<file path="config.mk">
export PLATFORM = sky130hd
export DESIGN_NAME = timer_run_controller
export DESIGN_NICKNAME = d
export VERILOG_FILES = /design/src/rtl/timer_run_controller.sv
export SDC_FILE = /design/constraint.sdc
export NUM_CORES = 1
export LEC_CHECK = 0
export BUFFER_PORTS_ARGS = -buffer_cell sky130_fd_sc_hd__buf_2
export CORE_AREA = 2 2 52 78
export CTS_CLUSTER_DIAMETER = 60
export DETAILED_ROUTE_END_ITERATION = 16
export DIE_AREA = 0 0 54 80
export PLACE_DENSITY = 0.76
export REMOVE_ABC_BUFFERS = 1
export SLEW_MARGIN = 20
export SYNTH_ARGS = -nofsm -noshare
export SYNTH_HDL_FRONTEND = slang
export SYNTH_SLANG_ARGS = --single-unit
</file>
<file path="constraint.sdc">
create_clock -name CLK -period 1.9 [get_ports CLK]
set_input_delay 0 -clock CLK [delete_from_list [all_inputs] [get_ports CLK]]
set_output_delay 0 -clock CLK [all_outputs]
set_load 0.01 [all_outputs]
</file>
<file path="src/rtl/timer_run_controller.sv">
// Run/pause/clear sequencer for the mm.ss counter chain: gates the 1 kHz tick
// into the chain enable, latches count direction and blinks an alarm at terminal count.
module timer_run_controller #(
    parameter int BLINK_TICKS = 500,
    parameter int ALARM_TICKS = 5000,
    parameter int TCNT_WIDTH  = 13
) (
    input  logic       CLK,
    input  logic       RESET,
    input  logic       TICK,
    input  logic       START_STOP,
    input  logic       CLEAR,
    input  logic       DIR_SEL,
    input  logic       AT_ZERO,
    input  logic       AT_MAX,
    output logic       COUNT_EN,
    output logic       COUNT_DIR,
    output logic       CHAIN_CLR,
    output logic [1:0] STATE,
    output logic       RUNNING,
    output logic       ALARM
);

    typedef enum logic [1:0] {
        ST_IDLE  = 2'b00,
        ST_RUN   = 2'b01,
        ST_PAUSE = 2'b10,
        ST_DONE  = 2'b11
    } state_t;

    localparam logic [TCNT_WIDTH-1:0] BLINK_LAST = TCNT_WIDTH'(BLINK_TICKS - 1);
    localparam logic [TCNT_WIDTH-1:0] ALARM_LAST = TCNT_WIDTH'(ALARM_TICKS - 1);

    state_t                state;
    logic [TCNT_WIDTH-1:0] blink_cnt;
    logic [TCNT_WIDTH-1:0] dur_cnt;
    logic                  term;
    logic                  start_blocked;

    // Terminal test uses the latched direction; the start guard uses the requested one.
    assign term          = COUNT_DIR ? AT_ZERO : AT_MAX;
    assign start_blocked = DIR_SEL ? AT_ZERO : AT_MAX;

    // The tick passes straight through so the chain advances on the same edge.
    assign COUNT_EN = TICK & (state == ST_RUN) & ~term;
    assign STATE    = state;

    always_ff @(posedge CLK) begin
        if (!RESET) begin
            state     <= ST_IDLE;
            COUNT_DIR <= 1'b0;
            CHAIN_CLR <= 1'b0;
            RUNNING   <= 1'b0;
            ALARM     <= 1'b0;
            blink_cnt <= '0;
            dur_cnt   <= '0;
        end else begin
            // NOTE: non-blocking throughout, so every branch below decides on pre-edge values.
            CHAIN_CLR <= CLEAR;
            case (state)
                ST_IDLE, ST_PAUSE: begin
                    if (CLEAR) begin
                        state   <= ST_IDLE;
                        RUNNING <= 1'b0;
                    end else if (START_STOP && !start_blocked) begin
                        state     <= ST_RUN;
                        RUNNING   <= 1'b1;
                        COUNT_DIR <= DIR_SEL;
                    end
                end
                ST_RUN: begin
                    if (CLEAR) begin
                        state   <= ST_IDLE;
                        RUNNING <= 1'b0;
                    end else if (term) begin
                        state     <= ST_DONE;
                        RUNNING   <= 1'b0;
                        ALARM     <= 1'b1;
                        blink_cnt <= '0;
                        dur_cnt   <= '0;
                    end else if (START_STOP) begin
                        state   <= ST_PAUSE;
                        RUNNING <= 1'b0;
                    end
                end
                ST_DONE: begin
                    // Acknowledge keeps the chain value; only CLEAR wipes it.
                    if (CLEAR || START_STOP) begin
                        state <= ST_IDLE;
                        ALARM <= 1'b0;
                    end else if (TICK) begin
                        if (dur_cnt == ALARM_LAST) begin
                            state <= ST_IDLE;
                            ALARM <= 1'b0;
                        end else begin
                            dur_cnt <= dur_cnt + 1'b1;
                            if (blink_cnt == BLINK_LAST) begin
                                blink_cnt <= '0;
                                ALARM     <= ~ALARM;
                            end else begin
                                blink_cnt <= blink_cnt + 1'b1;
                            end
                        end
                    end
                end
                default: begin
                    state   <= ST_IDLE;
                    RUNNING <= 1'b0;
                    ALARM   <= 1'b0;
                end
            endcase
        end
    end

endmodule
</file>
* After elaboration in Yosys (flattened, before gate mapping)
Index checks and enable logic that the tools add are counted.
W data, S select, Z words.
** Storage, ports and cells
- Flip-flop bits (word level) :: 32
- Output and inout bits :: 7
- Logic and storage cells :: 76
** Operators by class
- Add/sub/neg operators :: 2
- Equality and inequality tests :: 15
- Muxes and demuxes :: 35
- Bitwise logic cells :: 5
- Reductions and logical operators :: 12
** Operators with widths (number)
- $mux W13 :: 9
- $pmux W13 S2 :: 2
- $add A13 B1 Y13 const B :: 2
- $mux W2 :: 8
- $eq A13 B13 Y1 const B :: 1
- $eq A13 B9 Y1 const B :: 1
- $mux W1 :: 13
- $ne A2 B2 Y1 const B :: 5
- $ne A3 B3 Y1 const B :: 3
- $ne A4 B4 Y1 const B :: 2
- $pmux W2 S3 :: 1
- $reduce_and A3 Y1 :: 2
- $reduce_and A6 Y1 :: 1
- $reduce_and A5 Y1 :: 1
- $eq A2 B2 Y1 const B :: 2
- $pmux W1 S2 :: 2
- $reduce_and A4 Y1 :: 1
- $reduce_bool A2 Y1 :: 2
- $not A1 Y1 :: 3
- $and A1 B1 Y1 :: 2
- $eq A2 B1 Y1 const B :: 1
- $logic_not A2 Y1 :: 1
- $reduce_or A2 Y1 :: 1
- $logic_and A1 B1 Y1 :: 1
- other kinds (2) :: 2

* Depth between registers and ports, before layout
Gate-level depths: netlist of the first run.
- Depth in word-level cells :: 6
- Mapped depth :: 7

* Worst setup path before layout of the first run
Ideal clock, no wire load.
- Kind :: register -> register
- From :: register blink_cnt[0]
- To :: register blink_cnt[12]
- Library setup time :: 126 ps
- Data arrival time :: 1935 ps
- Required time :: 1774 ps
- Path slack :: -161 ps
- Stages on the path, launching flop included :: 7
- Buffers on the path :: 1
- Period minus slack after synthesis :: 2061 ps
- Cells stage by stage :: dfxtp_1 > ha_1 > or4b_1 > o31ai_2 > or2_1 > buf_4 > o211ai_1
** On the way
- Longest elaborated chain between the ends :: 6
** RTL lines
- start, declared :: line 35 : logic [TCNT_WIDTH-1:0] blink_cnt;
- start signal, assigned :: line 101 : blink_cnt <= blink_cnt + 1'b1;
- $add A13 B1 Y13 / $eq A13 B9 Y1 (equally long branches) :: line 101, 97
- $mux W13 (*) :: line 97 : if (blink_cnt == BLINK_LAST) begin
- $mux W13 (*) :: line 92 : if (dur_cnt == ALARM_LAST) begin
- $mux W13 (*) :: line 91 : end else if (TICK) begin
- $mux W13 (*) :: line 88 : if (CLEAR || START_STOP) begin
- $pmux W13 S2 (*) :: line 60 : case (state)
Mark *: on every way between the ends. The rest lies on a longest branch, timed or not. The select of a mux whose other input is x is not followed.
A chain may end at the register's enable or synchronous reset.

* Worst setup path after layout of the first run
- From :: register dur_cnt[10]
- To :: register dur_cnt[6]
** On the way
- Longest elaborated chain between the ends :: 3
** RTL lines
- start, declared :: line 36 : logic [TCNT_WIDTH-1:0] dur_cnt;
- start signal, assigned :: line 96 : dur_cnt <= dur_cnt + 1'b1;
- $eq A13 B13 Y1 :: line 92
- $ne A2 B2 Y1 (no source line)
- $reduce_and A6 Y1 (no source line)
No other way between the ends.

==> reports/qor.yml, run 1 <==
outcome: "finished with violations"
violations: "hold timing, setup timing"
hold_path_class: "input pin to flop"
synth_seq_cells: 32
r2r-start: "dur_cnt[10]$_SDFFE_PN0P_"
slew_headroom_pct: 64.3
clock_latency_ns: 0.28
cts_hold_buf: 0
p_leak_nw: 0.914
final_common_cell: "buf_4"
finalCritPeriodShare_pct: 104
io_pins: 15
cts.sinks: 32
wire_per_inst_um: 16.1
reg2reg_to: "dur_cnt[6]$_SDFFE_PN0P_"
period_needed_ns: 1.98
crit_start: "dur_cnt[10]$_SDFFE_PN0P_"
synthCells: 218
yosys_warnings: 0
gp_congestion: 0.865
hold_viol: 1
hpwl_mm: 3.57
io_buffer_count: 14
grt_pass1_wl_mm: 8.00
postLayoutCoreUtil_pct: 65.7
layout_common_cells: "buf_4, dfxtp_1, nand2_1"
timing.final.ws_setup_ns: -0.0840
reg2reg_depth: 6
critPathKind: "flop to flop"
clock_path_buffers: 2
fin_tns_setup_ns: -1.03
netlist_area_um2: 1770
p_switching_uw: 339
cts_max_level: 2
fin_skew_ns: 0.00687
first_iter_violations: 88
ir_drop_uv: 460
cts_made_buffers: 5
coreArea_um2: 3650
seq_area_frac_synth_pct: 36.1
synth_top_area_share_pct: 36.1
synth.distinct_cells: 50
chipHeight_um: 80
cts-root-buf: "clkbuf_8"
holdWs_ns: -0.0109
rows: 27
setup-violations-final: 22
die-area_um2: 4320
drive_above_1_share_pct: 35.1
firstDrtPassIters: 5
pwr_density_cell_nw_per_um2: 575
report.final.slew_viol_count: 0
yosysTopAreaCell: "dfxtp_1"
grt_pass1_vias: 1905
clk_pin_slew_ns: 0.07
max_freq_mhz: 504
cp-start-kind: "flop"
p_sw_share_pct: 24.6
cp.arrival_ns: 2.16
vias_per_cell: 6.13
initial_utilization_pct: 48.6
crit_end: "dur_cnt[6]$_SDFFE_PN0P_"
dp_slack_ns: -0.0563
drv_cap: 0
rsz0062_at_grt: "true"
n_fill_cell: 296
comb_power_share_pct: 10.8
ys.flop_type: "dfxtp_1"
vias: 1955
grt_max_degree: 13
seq_power_share_pct: 49.8
grt.overflow.total: 0
worstPathRequired_ns: 2.08
syn2layout_area_growth_pct: 35.1
p_clk_share_pct: 39.5
end_kind: "flop"
drt-total-wl_mm: 5.14
cell_internal_pwr_mw: 1.04
tritoncts: "yes"
total_power_mw: 1.38
synth_edf_count: 0
ys_async_sr_fraction_pct: 0
worstPathMaxFanout: 6
gr-usage-all-layers_pct: 24.8
drc_errors: 0
grt_antenna_before_repair: 0
synthTopCellsByArea: "dfxtp_1, nand2_1, o21ai_0, nor2_1, o31ai_1"
tightest_slew_ns: 0.531
nets: 285
syn_area_per_cell_um2: 8.14
die_w_um: 54
ant_nets: 0
reg2reg_slack_ns: -0.08
n_antenna_cell: 0
power by group through the flow:
stage          Clock (mW)  Sequential [mW]  Combinational, mW
6_report            0.544            0.686              0.149
5_1_grt             0.574            0.687              0.161
4_1_cts             0.542            0.685              0.135
3_5_place_dp            0            0.700              0.127
3_3_place_gp            0            0.700              0.125
2_1_floorplan           0            0.703             0.0604
layout make-up:
class	instances	area [um2]	area share [%]
Timing Repair Buffer	57	432	18.0
Inverter	3	11.3	0.470
Multi-Input combinational cell	176	1160	48.6
Clock buffer	8	90.1	3.76
Tap cell	43	53.8	2.24
Sequential cell	32	646	26.9
worst max-delay path, stage by stage (launching register included):
cell and delay (ns):
dfxtp_2 0.32, or4b_4 0.53, o31a_1 0.38, a21oi_2 0.23
buf_6 0.15, nor3b_1 0.06, o2bb2a_4 0.21
synthesized netlist by cell type (all sizes together), types with 4 or more instances:
library cell   n
a21oi          6
nor2          18
a31oi          5
nand3         12
dfxtp         32
nor3          10
and3           5
nand4          7
or4b           4
nor2b          4
o21ai         24
o31ai         10
nand2b         4
nand2         24
and2           5
buf            4
metal layers:
metal	global-route usage (%)	up-vias	part of all wire, %
li1	-	935	-
met1	25.0	923	39
met2	43.3	74	53
met3	5.43	23	5.0
met4	16.3	0	3.7
met5	0	-	0
logic make-up (layout without fill, tap and decap cells):
family,after synthesis,in the layout,share of synthesized area (%)
flip-flops,32,32,36.1
adder cells (fa/ha/maj),2,2,1.41
buffers and inverters,10,68,3.03
AND/OR/NAND/NOR,104,104,31.0
multiplexers,4,4,2.33
AO/OA/AOI/OAI,64,64,25.1
XOR/XNOR,2,2,0.987
worst min path at each step:
| stage | startpoint | to | slack, ns | cells past startpoint |
|---|---|---|---|---|
| after global placement | DIR_SEL | COUNT_DIR$_SDFFE_PN0P_ | 0.28 | 3 |
| after floorplan | CLEAR | CHAIN_CLR$_SDFF_PN0_ | 0.12 | 1 |
| after detailed placement | DIR_SEL | COUNT_DIR$_SDFFE_PN0P_ | 0.29 | 3 |
| final | DIR_SEL | COUNT_DIR$_SDFFE_PN0P_ | -0.01 | 3 |
| after global routing | DIR_SEL | COUNT_DIR$_SDFFE_PN0P_ | 0.05 | 3 |
| after CTS | DIR_SEL | COUNT_DIR$_SDFFE_PN0P_ | 0.001 | 3 |
state kept, by name, summed over array words and instances, names as in the netlist:
register and count:
ALARM 1, CHAIN_CLR 1, COUNT_DIR 1, RUNNING 1, STATE 2, blink_cnt 13, dur_cnt 13
repair_timing:
item,4_1_cts,5_1_grt
resized for setup,10,28
buffers inserted,3,2
setup endpoints to repair,18,28
pin swaps,4,15
stage by stage:
stage | cells | hold slack [ns] | cell area, um2
2_1_floorplan | 211 | 0.122 | 1730
3_3_place_gp | 306 | 0.278 | 2150
3_5_place_dp | 306 | 0.293 | 2150
4_1_cts | 317 | 0.00124 | 2310
5_1_grt | 319 | 0.0466 | 2400
6_report | 319 | -0.0109 | 2400
Note: power is estimated with default switching activity, not from simulation.
==> run 2, diff against run 1 <==
--- a/config.mk
+++ b/config.mk
@@ -16,3 +16,4 @@
 export SYNTH_ARGS = -nofsm -noshare
 export SYNTH_HDL_FRONTEND = slang
 export SYNTH_SLANG_ARGS = --single-unit
+export TNS_END_PERCENT = 20
==> run 2 against run 1 <==
  * The flow still finishes with violations (hold timing, setup timing)
  * Final cell count down 0.63%
  * Combinational power is 4% lower
  * Die area is the same
  * Sequential cell count is the same
  * Register-to-register slack about the same
  * Critical path type unchanged
==> reports/qor.yml, run 2 (synthesis gave the netlist of run 1 again) <==
outcome: "finished with violations"
violations: "hold timing, setup timing"
p_leak_nw: 0.898
grt.overflow.total: 0
pwr_density_cell_nw_per_um2: 579
vias: 1953
gr-usage-all-layers_pct: 24.7
cts_hold_buf: 0
timing.final.ws_setup_ns: -0.0804
max_freq_mhz: 505
grt_max_degree: 13
postLayoutCoreUtil_pct: 64.7
n_fill_cell: 309
reg2reg_depth: 7
io_buffer_count: 14
dpl.cell_count: 306
worstPathRequired_ns: 2.07
die_w_um: 54
p_switching_uw: 328
comb_power_share_pct: 10.5
crit_start: "dur_cnt[10]$_SDFFE_PN0P_"
final_cells: 317
cts_max_level: 2
chipHeight_um: 80
cp_num_buf_inv: 2
path_cells: "or4b_4 > o31a_1 > a21oi_2 > buf_6 > buf_4 > nand3b_1 > a21oi_1"
drt-total-wl_mm: 4.99
slew_headroom_pct: 63.0
total_power_mw: 1.37
grt_antenna_before_repair: 0
rows: 27
rsz0062_at_grt: "true"
worstPathMaxFanout: 6
r2r-start: "dur_cnt[10]$_SDFFE_PN0P_"
cts.sinks: 32
syn2layout_area_growth_pct: 33.1
first_iter_violations: 91
gp_congestion: 0.865
clock_path_buffers: 2
io_pins: 15
p_clk_share_pct: 39.2
clk_pin_slew_ns: 0.07
seq_power_share_pct: 50.3
critPathTopFamily: "compound AO/OA/AOI/OAI gates"
tritoncts: "yes"
grt_pass1_vias: 1910
cts_made_buffers: 5
drc_errors: 0
layout_common_cells: "buf_4, dfxtp_1, nand2_1"
reg2reg_to: "blink_cnt[1]$_SDFFE_PN0P_"
dpl_cell_area_um2: 2150
die-area_um2: 4320
drive_above_1_share_pct: 32.8
firstDrtPassIters: 5
critPathMaxStageDelay_ns: 0.53
cts-root-buf: "clkbuf_8"
cp-start-kind: "flop"
coreArea_um2: 3650
p_sw_share_pct: 24.0
holdWs_ns: -0.00777
cell_internal_pwr_mw: 1.04
dp_slack_ns: -0.0563
fin_tns_setup_ns: -0.777
finalInstanceArea_um2: 2360
fin_skew_ns: 0.00510
grt_pass1_wl_mm: 7.99
critPathKind: "flop to flop"
hpwl_mm: 3.57
report.final.slew_viol_count: 0
initial_utilization_pct: 48.6
ant_nets: 0
cp.arrival_ns: 2.15
vias_per_cell: 6.16
finalCritPeriodShare_pct: 104
period_needed_ns: 1.98
end_kind: "flop"
holdPathStages: 3
reg2reg_slack_ns: -0.08
tightest_slew_ns: 0.550
ir_drop_uv: 457
clock_latency_ns: 0.28
wire_per_inst_um: 15.8
nets: 283
final_common_cell: "buf_4"
hold_path_end: "COUNT_DIR$_SDFFE_PN0P_"
crit_slowest_cell: "or4b_4"
drv_cap: 0
worstHoldStart: "DIR_SEL"
n_antenna_cell: 0
hold_path_class: "input pin to flop"
setup-violations-final: 21
hold_viol: 1
==> run 2: worst max path at each step <==
| stage | cells after the start | to | slack (ns) |
|---|---|---|---|
| 6_report | 7 | blink_cnt[1]$_SDFFE_PN0P_ | -0.08 |
| 5_1_grt | 7 | dur_cnt[5]$_SDFFE_PN0P_ | -0.15 |
| 4_1_cts | 7 | dur_cnt[2]$_SDFFE_PN0P_ | -0.06 |
| 3_5_place_dp | 6 | dur_cnt[3]$_SDFFE_PN0P_ | -0.06 |
| 3_3_place_gp | 6 | dur_cnt[7]$_SDFFE_PN0P_ | -0.02 |
| 2_1_floorplan | 5 | blink_cnt[12]$_SDFFE_PN0P_ | -0.34 |
==> run 2: tightest hold or removal path: stages <==
cell and delay, ns:
buf_2 0.10, mux2i_1 0.06, nor2_1 0.07
==> run 2: layout make-up <==
| class | instances | area (um2) | area share, % |
|---|---|---|---|
| clock buffers | 8 | 90.1 | 3.82 |
| repair buffers | 55 | 409 | 17.3 |
| flip-flops and latches | 32 | 646 | 27.3 |
| well taps | 43 | 53.8 | 2.28 |
| multi-input cells | 176 | 1150 | 48.8 |
| inverters | 3 | 11.3 | 0.477 |
==> run 2: power by group through the flow <==
| stage | sequential [mW] | clock [mW] | combinational, mW |
|---|---|---|---|
| final | 0.687 | 0.536 | 0.143 |
| after global routing | 0.688 | 0.574 | 0.155 |
| after detailed placement | 0.700 | 0 | 0.127 |
| after global placement | 0.700 | 0 | 0.125 |
| after CTS | 0.685 | 0.542 | 0.135 |
| after floorplan | 0.703 | 0 | 0.0604 |
==> run 2: what timing repair did <==
action / 4_1_cts / 5_1_grt
resized for setup: 10 / 19
setup buffers: 3 / 0
pin swaps: 4 / 12
endpoints found under the setup margin: 18 / 28
hold endpoints to repair: 0 / 0
==> run 2: routing by layer <==
layer  routed length, um  share of wire [%]  global-route usage, %
met1                1930                 39                   25.1
met2                2640                 53                   43.0
met3                 235                4.7                   5.24
met4                 185                3.7                   16.5
met5                   0                  0                      0
